==> src/rtl/adder_share_arb_if.sv <==
// Bundle of requester, shared-adder and response signals around adder_share_arb.
// The slave side is the arbiter. The master side is its environment: the requesters plus the adder.
interface adder_share_arb_if #(
  parameter int N = 4,
  parameter int W = 10
);
  localparam int IDW = (N > 2) ? $clog2(N) : 1;

  logic [N-1:0]   req;
  logic [N*W-1:0] op_a;
  logic [N*W-1:0] op_b;
  logic           hold;
  logic [N-1:0]   ack;
  logic [N-1:0]   busy;
  logic           add_start;
  logic [W-1:0]   add_a;
  logic [W-1:0]   add_b;
  logic [W-1:0]   add_y;
  logic           rsp_valid;
  logic [IDW-1:0] rsp_id;
  logic [W-1:0]   rsp_data;

  modport master (
    output req, op_a, op_b, hold, add_y,
    input  ack, busy, add_start, add_a, add_b, rsp_valid, rsp_id, rsp_data
  );

  modport slave (
    input  req, op_a, op_b, hold, add_y,
    output ack, busy, add_start, add_a, add_b, rsp_valid, rsp_id, rsp_data
  );
endinterface

==> src/rtl/adder_share_arb.sv <==
// Round-robin arbiter sharing one pipelined adder between N requesters.
// It tracks each issued operation through the adder latency and returns each sum with its requester ID.
module adder_share_arb #(
  parameter int W   = 10,
  parameter int N   = 4,
  parameter int LAT = 2
) (
  input logic           clk,
  input logic           rst_n,
  adder_share_arb_if.slave bus
);
  localparam int IDW = (N > 2) ? $clog2(N) : 1;

  logic [IDW-1:0] ptr;
  logic [N-1:0]   elig;
  logic [N-1:0]   grant_oh;
  logic [N-1:0]   clr_oh;
  logic           found;
  logic [IDW-1:0] gid;
  logic [LAT:0]   vld_p;
  logic [IDW-1:0] id_p [LAT+1];

  // Returns {found, index} of the first eligible requester after p, wrapping modulo N.
  function automatic logic [IDW:0] rr_pick(input logic [N-1:0] e, input logic [IDW-1:0] p);
    logic [IDW:0] r;
    int idx;
    r = '0;
    for (int k = 1; k <= N; k++) begin
      idx = (int'(p) + k) % N;
      if (!r[IDW] && e[idx]) r = {1'b1, IDW'(idx)};
    end
    return r;
  endfunction

  // Grant stage: ack depends only on req, busy, hold and ptr; it is forced low while in reset.
  assign elig         = bus.req & ~bus.busy & {N{~bus.hold}};
  assign {found, gid} = rst_n ? rr_pick(elig, ptr) : '0;
  assign grant_oh     = found ? (N'(1) << gid) : '0;
  assign bus.ack      = grant_oh;
  assign clr_oh       = vld_p[LAT] ? (N'(1) << id_p[LAT]) : '0;

  // Issue stage and tracking pipeline: stage 0 is aligned with add_start.
  always_ff @(posedge clk or negedge rst_n) begin
    if (!rst_n) begin
      ptr           <= IDW'(N - 1);
      bus.busy      <= '0;
      bus.add_start <= 1'b0;
      bus.add_a     <= '0;
      bus.add_b     <= '0;
      vld_p         <= '0;
      bus.rsp_valid <= 1'b0;
      bus.rsp_id    <= '0;
      bus.rsp_data  <= '0;
    end else begin
      bus.add_start <= found;
      if (found) begin
        bus.add_a <= bus.op_a[int'(gid)*W +: W];
        bus.add_b <= bus.op_b[int'(gid)*W +: W];
        ptr       <= gid;
      end
      vld_p <= {vld_p[LAT-1:0], found};
      // A busy requester is never granted, so the set and clear masks never overlap.
      bus.busy      <= (bus.busy | grant_oh) & ~clr_oh;
      bus.rsp_valid <= vld_p[LAT];
      if (vld_p[LAT]) begin
        bus.rsp_id   <= id_p[LAT];
        bus.rsp_data <= bus.add_y;
      end
    end
  end

  // ID pipeline: its content matters only where the matching vld_p bit is set.
  always_ff @(posedge clk) begin
    id_p[0] <= gid;
    for (int s = 1; s <= LAT; s++) id_p[s] <= id_p[s-1];
  end
endmodule
==> src/flat_wrapper.sv <==
// flat-port wrapper written by rule: the top's interface ports become plain ports
module adder_share_arb_flat 
#(
  parameter int W   = 10,
  parameter int N   = 4,
  parameter int LAT = 2
)
  (clk, rst_n, bus_req, bus_op_a, bus_op_b, bus_hold, bus_add_y, bus_ack, bus_busy, bus_add_start, bus_add_a, bus_add_b, bus_rsp_valid, bus_rsp_id, bus_rsp_data);
  adder_share_arb_if #(.N(N), .W(W)) bus_i ();
  input logic clk;
  input logic rst_n;
  input wire logic [$bits(bus_i.req)-1:0] bus_req;
  input wire logic [$bits(bus_i.op_a)-1:0] bus_op_a;
  input wire logic [$bits(bus_i.op_b)-1:0] bus_op_b;
  input wire logic [$bits(bus_i.hold)-1:0] bus_hold;
  input wire logic [$bits(bus_i.add_y)-1:0] bus_add_y;
  output wire logic [$bits(bus_i.ack)-1:0] bus_ack;
  output wire logic [$bits(bus_i.busy)-1:0] bus_busy;
  output wire logic [$bits(bus_i.add_start)-1:0] bus_add_start;
  output wire logic [$bits(bus_i.add_a)-1:0] bus_add_a;
  output wire logic [$bits(bus_i.add_b)-1:0] bus_add_b;
  output wire logic [$bits(bus_i.rsp_valid)-1:0] bus_rsp_valid;
  output wire logic [$bits(bus_i.rsp_id)-1:0] bus_rsp_id;
  output wire logic [$bits(bus_i.rsp_data)-1:0] bus_rsp_data;
  assign bus_i.req = bus_req;
  assign bus_i.op_a = bus_op_a;
  assign bus_i.op_b = bus_op_b;
  assign bus_i.hold = bus_hold;
  assign bus_i.add_y = bus_add_y;
  assign bus_ack = bus_i.ack;
  assign bus_busy = bus_i.busy;
  assign bus_add_start = bus_i.add_start;
  assign bus_add_a = bus_i.add_a;
  assign bus_add_b = bus_i.add_b;
  assign bus_rsp_valid = bus_i.rsp_valid;
  assign bus_rsp_id = bus_i.rsp_id;
  assign bus_rsp_data = bus_i.rsp_data;
  adder_share_arb #(.W(W), .N(N), .LAT(LAT)) u_core (.clk(clk), .rst_n(rst_n), .bus(bus_i));
endmodule
==> config.mk <==
export PLATFORM = sky130hd
export DESIGN_NAME = adder_share_arb_flat
export DESIGN_NICKNAME = d
export VERILOG_FILES = /design/src/rtl/adder_share_arb_if.sv /design/src/rtl/adder_share_arb.sv /design/src/flat_wrapper.sv
export SDC_FILE = /design/constraint.sdc
export NUM_CORES = 1
export LEC_CHECK = 0
export ABC_AREA = 1
export CORE_MARGIN = 5
export CORE_UTILIZATION = 44
export DETAILED_ROUTE_END_ITERATION = 7
export HOLD_SLACK_MARGIN = 0.02
export PLACE_DENSITY = 0.93
export SLEW_MARGIN = 0
export SYNTH_ARGS = -nofsm -noshare
export SYNTH_HDL_FRONTEND = slang
export SYNTH_SLANG_ARGS = --single-unit
==> constraint.sdc <==
create_clock -name clk -period 4 [get_ports clk]
set_input_delay 0.8 -clock clk [delete_from_list [all_inputs] [get_ports clk]]
set_output_delay 0.8 -clock clk [all_outputs]
set_load 0.02 [all_outputs]
After elaboration in Yosys (flattened, before gate mapping) --
Memories as Yosys holds them, arrays and structs flattened. Cells that the tools add are included.
Word-level totals: register bits after elaboration 43, latch bits 0, bits in writable memories 6, ROM bits 0, bits of input ports 97, output and inout port bits 42, logic and storage cells 63, memories 1
Operators by class: add/sub/neg operators 4, multipliers 1, div/mod/pow operators 0, order comparisons 4, equality and inequality tests 0, shift operators 4, multiplexer cells 19, bitwise gates (word level) 11, reduce and logical (&&, ||, !) cells 10
Memory list:
- u_core.id_p | depth 3, width 2, rd ports 3, clocked after Yosys merged registers in 0, write ports 3, RTL line adder_share_arb.sv:21 | logic [IDW-1:0] id_p [LAT+1];
Operators by type and width (number):
- 40-bit by 32-bit indexed part select with 10-bit output | 2
- 3-bit by 4-bit less-than comparator with 1-bit output, second input constant | 4
- 3-bit 2-to-1 mux | 5
- 4-bit AND | 3
- 1-bit binary-select mux with 2-bit select | 4
- 1-bit 2-to-1 mux | 8
- 4-bit 2-to-1 mux | 2
- 4-bit NOT | 2
- 2-bit OR reduction | 4
- 1-bit by 2-bit left shift with 4-bit output, first input constant | 2
- 2-bit by 3-bit multiplier with 5-bit output, second input constant | 1
- 2-bit by 1-bit adder with 2-bit output, second input constant | 2
- 2-bit adder, second input constant | 2
- 1-bit AND, first input constant | 4
- 4-bit bitwise OR | 1
- 1-bit logical AND | 3
- 1-bit zero test | 3
- 1-bit NOT | 1

Longest topological paths before layout --
depth in word-level cells 21, depth in mapped cells 16, mapped depth without buffers 14

Least setup slack after synthesis --
No wires, ideal clock.
path kind input-to-output, start input bus_hold, end output bus_ack[0], arrival 2.005 ns, required time 3.200 ns, path slack 1.195 ns, stages on the path 12, path buffers 1, cells stage by stage nor2_1 > nand2_1 > nand2_1 > nand3_1 > a21oi_1 > nand2_1 > nor2_1 > nor2_4 > inv_2 > buf_6 > nand3_2 > inv_1
Between the ends: word-level cells in the longest chain between the ends 18, elaborated cells between the ends (all ways) 27, classes of those cells shift: 1; mux: 18; bitwise: 2; reduce/logical: 6
RTL lines:
- from (decl) | RTL line flat_wrapper.sv:15 | input wire logic [$bits(bus_i.hold)-1:0] bus_hold;
- 1-bit NOT (*) | RTL line adder_share_arb.sv:36 | assign elig = bus.req & ~bus.busy & {N{~bus.hold}};
- 4-bit AND (*) | RTL line adder_share_arb.sv:36
- 1-bit binary-select mux with 2-bit select | RTL line adder_share_arb.sv:30 | if (!r[IDW] && e[idx]) r = {1'b1, IDW'(idx)};
- 1-bit 2-to-1 mux (implied by the code) (2 in series) | RTL line adder_share_arb.sv:30
- 3-bit 2-to-1 mux | RTL line adder_share_arb.sv:30
- 1-bit zero test | RTL line adder_share_arb.sv:30
- 1-bit logical AND | RTL line adder_share_arb.sv:30
- 3-bit 2-to-1 mux | RTL line adder_share_arb.sv:30
- 1-bit zero test | RTL line adder_share_arb.sv:30
- 1-bit logical AND | RTL line adder_share_arb.sv:30
- 3-bit 2-to-1 mux | RTL line adder_share_arb.sv:30
- 1-bit zero test | RTL line adder_share_arb.sv:30
- 1-bit logical AND | RTL line adder_share_arb.sv:30
- 3-bit 2-to-1 mux (*) | RTL line adder_share_arb.sv:30
- 3-bit 2-to-1 mux (*) | RTL line adder_share_arb.sv:37 | assign {found, gid} = rst_n ? rr_pick(elig, ptr) : '0;
- 1-bit by 2-bit left shift with 4-bit output | RTL line adder_share_arb.sv:38 | assign grant_oh = found ? (N'(1) << gid) : '0;
- 4-bit 2-to-1 mux (*) | RTL line adder_share_arb.sv:38
- to (decl) | RTL line flat_wrapper.sv:17 | output wire logic [$bits(bus_i.ack)-1:0] bus_ack;
Every way passes the cells marked *; elsewhere a longest branch is shown, timed or not. The select of a mux whose other input is x is not followed.

Final worst setup path --
start input bus_req[1], end output bus_ack[0]
Between the ends: word-level cells in the longest chain between the ends 18, elaborated cells between the ends (all ways) 27, classes of those cells shift: 1; mux: 18; bitwise: 2; reduce/logical: 6
RTL lines:
- from (decl) | RTL line flat_wrapper.sv:12 | input wire logic [$bits(bus_i.req)-1:0] bus_req;
- 4-bit AND (*) (2 in series) | RTL line adder_share_arb.sv:36
- 1-bit binary-select mux with 2-bit select | RTL line adder_share_arb.sv:30
- 1-bit 2-to-1 mux (implied by the code) (2 in series) | RTL line adder_share_arb.sv:30
- 3-bit 2-to-1 mux | RTL line adder_share_arb.sv:30
- 1-bit zero test | RTL line adder_share_arb.sv:30
- 1-bit logical AND | RTL line adder_share_arb.sv:30
- 3-bit 2-to-1 mux | RTL line adder_share_arb.sv:30
- 1-bit zero test | RTL line adder_share_arb.sv:30
- 1-bit logical AND | RTL line adder_share_arb.sv:30
- 3-bit 2-to-1 mux | RTL line adder_share_arb.sv:30
- 1-bit zero test | RTL line adder_share_arb.sv:30
- 1-bit logical AND | RTL line adder_share_arb.sv:30
- 3-bit 2-to-1 mux (*) | RTL line adder_share_arb.sv:30
- 3-bit 2-to-1 mux (*) | RTL line adder_share_arb.sv:37
- 1-bit by 2-bit left shift with 4-bit output | RTL line adder_share_arb.sv:38
- 4-bit 2-to-1 mux (*) | RTL line adder_share_arb.sv:38
Marks and branches as above.

==> reports/qor.csv <==
metric;value;unit
DRT Wirelength;8.09;mm
Worst Path Max Fanout;4;
GRT Max-Usage Layer;met2;
die height;89.5;microns
post-route cell area;4250;sq um
outcome;finished, final reports clean;
Fin Clk Skew;0.00525;ns
Final HPWL DP;6.35;mm
H-tree depth;2;
Starting Density;44.6;%
initial antenna violation count;0;
post-synthesis adder-cell area fraction;0;%
Synth Area in Compound Gates;2.38;%
max cap viols;0;
Synth Instances;359;
WP data required;3.20;ns
clock sinks;48;
Die W;89.5;microns
mean area per synthesized cell;7.75;sq um
Worst setup EP type;output port;
Post-CTS Setup Bufs;0;
Post-DP Area;4140;sq um
Core Rows;29;
number of diodes;0;
Slew HR;58.4;%
Pleak;0.00195;uW
Area growth, synth to finish;52.9;%
VDD IR-drop max;0.000498;V
Synth cell types;26;
# hold bufs at CTS;0;
Die Area;8010;sq um
largest net degree at the start of global routing;65;
via count;2934;
warnings from Yosys;0;
met2 usage;36.3;%
Detailed Route Iter0 Violations;129;
vias in the first global route;2937;
overall routing resource usage;21.0;%
Synth Area in Simple Gates;42.3;%
post-synthesis xor/xnor area fraction;0;%
FF+latch count, synth;48;
worst slack at placement;0.104;ns
net count after synthesis;456;
per-cell routed wire length;14.3;microns
CP Launch Type;primary input;
Final period util;94.3;%
GPL Wtd Cong;0.894;
Clk Latency, worst-skew pair;0.29;ns
Vias/cell;5.19;
Hold Path Class;reg -> reg;
clk slew on worst S/H paths;0.08;ns
CTS root buf;clkbuf_8;
WP data arrival;2.97;ns
clock tree buffer depth;2;
share of cells above drive strength 1;11.3;%
mux share of post-synthesis cell area;4.05;%
CTS buffer count;5;
Slew Limit Fails;0;
CTS tree;yes;
pwr dens;753;nW/um^2
antenna-violating nets left;0;
worst-margin pin slew;0.624;ns
Core Area;6240;sq um
post-synthesis cell area;2780;sq um
min Tclk post-route;3.77;ns
Setup TNS;0;ns
Highest Clock Rate;0.265;GHz
post-synthesis sequential area ratio;42.2;%
final setup vio count;0;
top-level port count;139;
grt ovf;0;
setup ws final;0.229;ns
port bufs;138;
DRT Pass-1 Iters;5;
RSZ-0062 raised after global routing;false;
type of the worst setup path;in -> out;
first-pass GRT wire length;13.3;mm
DRC viols;0;
main combinational cell family by area after synthesis;simple AND/OR/NAND/NOR gates;
final hold violation count;0;
met3 usage;8.29;%
met1 usage;24.6;%
nets@finish;584;
cells in the final DEF (no fill, tap or decap), drive strengths merged, types with 2 or more instances in the layout:
cell	n
clkdlybuf4s50	136
nand3	120
nand2	111
dfrtp	40
inv	20
nor2	11
mux2	10
buf	8
a21oi	6
dfxtp	6
clkbuf	6
o21ai	5
dfstp	2
state kept, by name, indices dropped and copies added (netlist names):
name / cells
u_core.bus.add_a: 10
u_core.bus.add_b: 10
u_core.bus.busy: 4
u_core.bus.rsp_data: 10
u_core.bus.rsp_id: 2
u_core.bus.rsp_valid: 1
u_core.id_p: 6
u_core.ptr: 2
u_core.vld_p: 3
per-layer routing:
layer	up-vias	part of all wire (%)
li1	1445	-
met1	1316	38
met2	153	48
met3	20	12
met4	0	1.6
met5	-	0
path summary, 6_finish.rpt:
kind                                            from                               to  slack [ns]  cells past startpoint
setup / recovery                          bus_req[1]                       bus_ack[0]        0.23                     14
hold / removal             u_core.id_p[0][3]$_DFF_P_        u_core.id_p[0][5]$_DFF_P_        0.33                      0
setup reg to reg           u_core.ptr[0]$_DFFE_PN1P_  u_core.bus.add_b[2]$_DFFE_PN0P_        1.21                     12
hold reg to reg            u_core.id_p[0][3]$_DFF_P_        u_core.id_p[0][5]$_DFF_P_        0.33                      0
max in group asynchronous                      rst_n        u_core.vld_p[2]$_DFF_PN0_        2.92                      2
min in group asynchronous                      rst_n  u_core.bus.add_a[6]$_DFFE_PN0P_        0.39                      1
report_power, final:
| group | internal (uW) | switching (uW) | total (uW) | leakage, uW |
|---|---|---|---|---|
| registers | 715 | 154 | 869 | 0.000553 |
| logic | 820 | 1170 | 1990 | 0.00134 |
| clock network | 185 | 152 | 337 | 0.0000552 |
timing repair:
action / in CTS / in global routing
endpoints found under the hold margin: 0 / 0
endpoints found under the setup margin: 0 / 4
resized for setup: 0 / 3
stage by stage:
stage / hold WS (ns) / power, uW / utilization (%) / std cells
floorplan: 0.310 / 2210 / - / 359
CTS: 0.333 / 3230 / 68.0 / 565
global placement: 0.310 / 2810 / 66.3 / 557
global route: 0.337 / 3480 / 68.1 / 565
detailed placement: 0.313 / 2880 / 66.3 / 557
finish: 0.332 / 3200 / 68.1 / 565
cell families after synthesis:
kind of cell | Yosys count
buffers and inverters | 44
and+or+nand+nor | 245
DFF | 48
muxes | 10
AOI/OAI and AO/OA | 12
critical path, cell delays in order:
cell and delay (ns):
clkdlybuf4s50_1 0.51, inv_1 0.05, nor2_1 0.08, nand3_1 0.11, nand3_1 0.11, nand2_2 0.08, nand3b_1 0.10, nand2_1 0.06
nor2_1 0.19, nor2_4 0.07, inv_2 0.07, nand3_2 0.07, inv_1 0.07, clkdlybuf4s50_1 0.61
synthesized netlist by cell type (all sizes together):
cell | count | share of area (%)
nand3 | 120 | 24
nand2 | 111 | 16
dfrtp | 40 | 36
buf | 22 | 5.9
inv | 20 | 2.9
nor2 | 11 | 2.3
mux2 | 10 | 4.0
a21oi | 6 | 1.1
dfxtp | 6 | 4.3
o21ai | 5 | 1.0
clkbuf | 2 | 0.27
dfstp | 2 | 1.9
a22oi | 1 | 0.27
nand3b | 1 | 0.27
nand4 | 1 | 0.23
nor3b | 1 | 0.27
cell type report:
type | count | area [sq um]
Timing Repair Buffer | 145 | 1430
Tap cell | 77 | 96.3
Multi-Input combinational cell | 267 | 1360
Sequential cell | 48 | 1170
Clock inverter | 2 | 35.0
Fill cell | 491 | 1990
Clock buffer | 6 | 72.6
Inverter | 20 | 80.1
No activity file was read; power rests on OpenSTA's default activity.
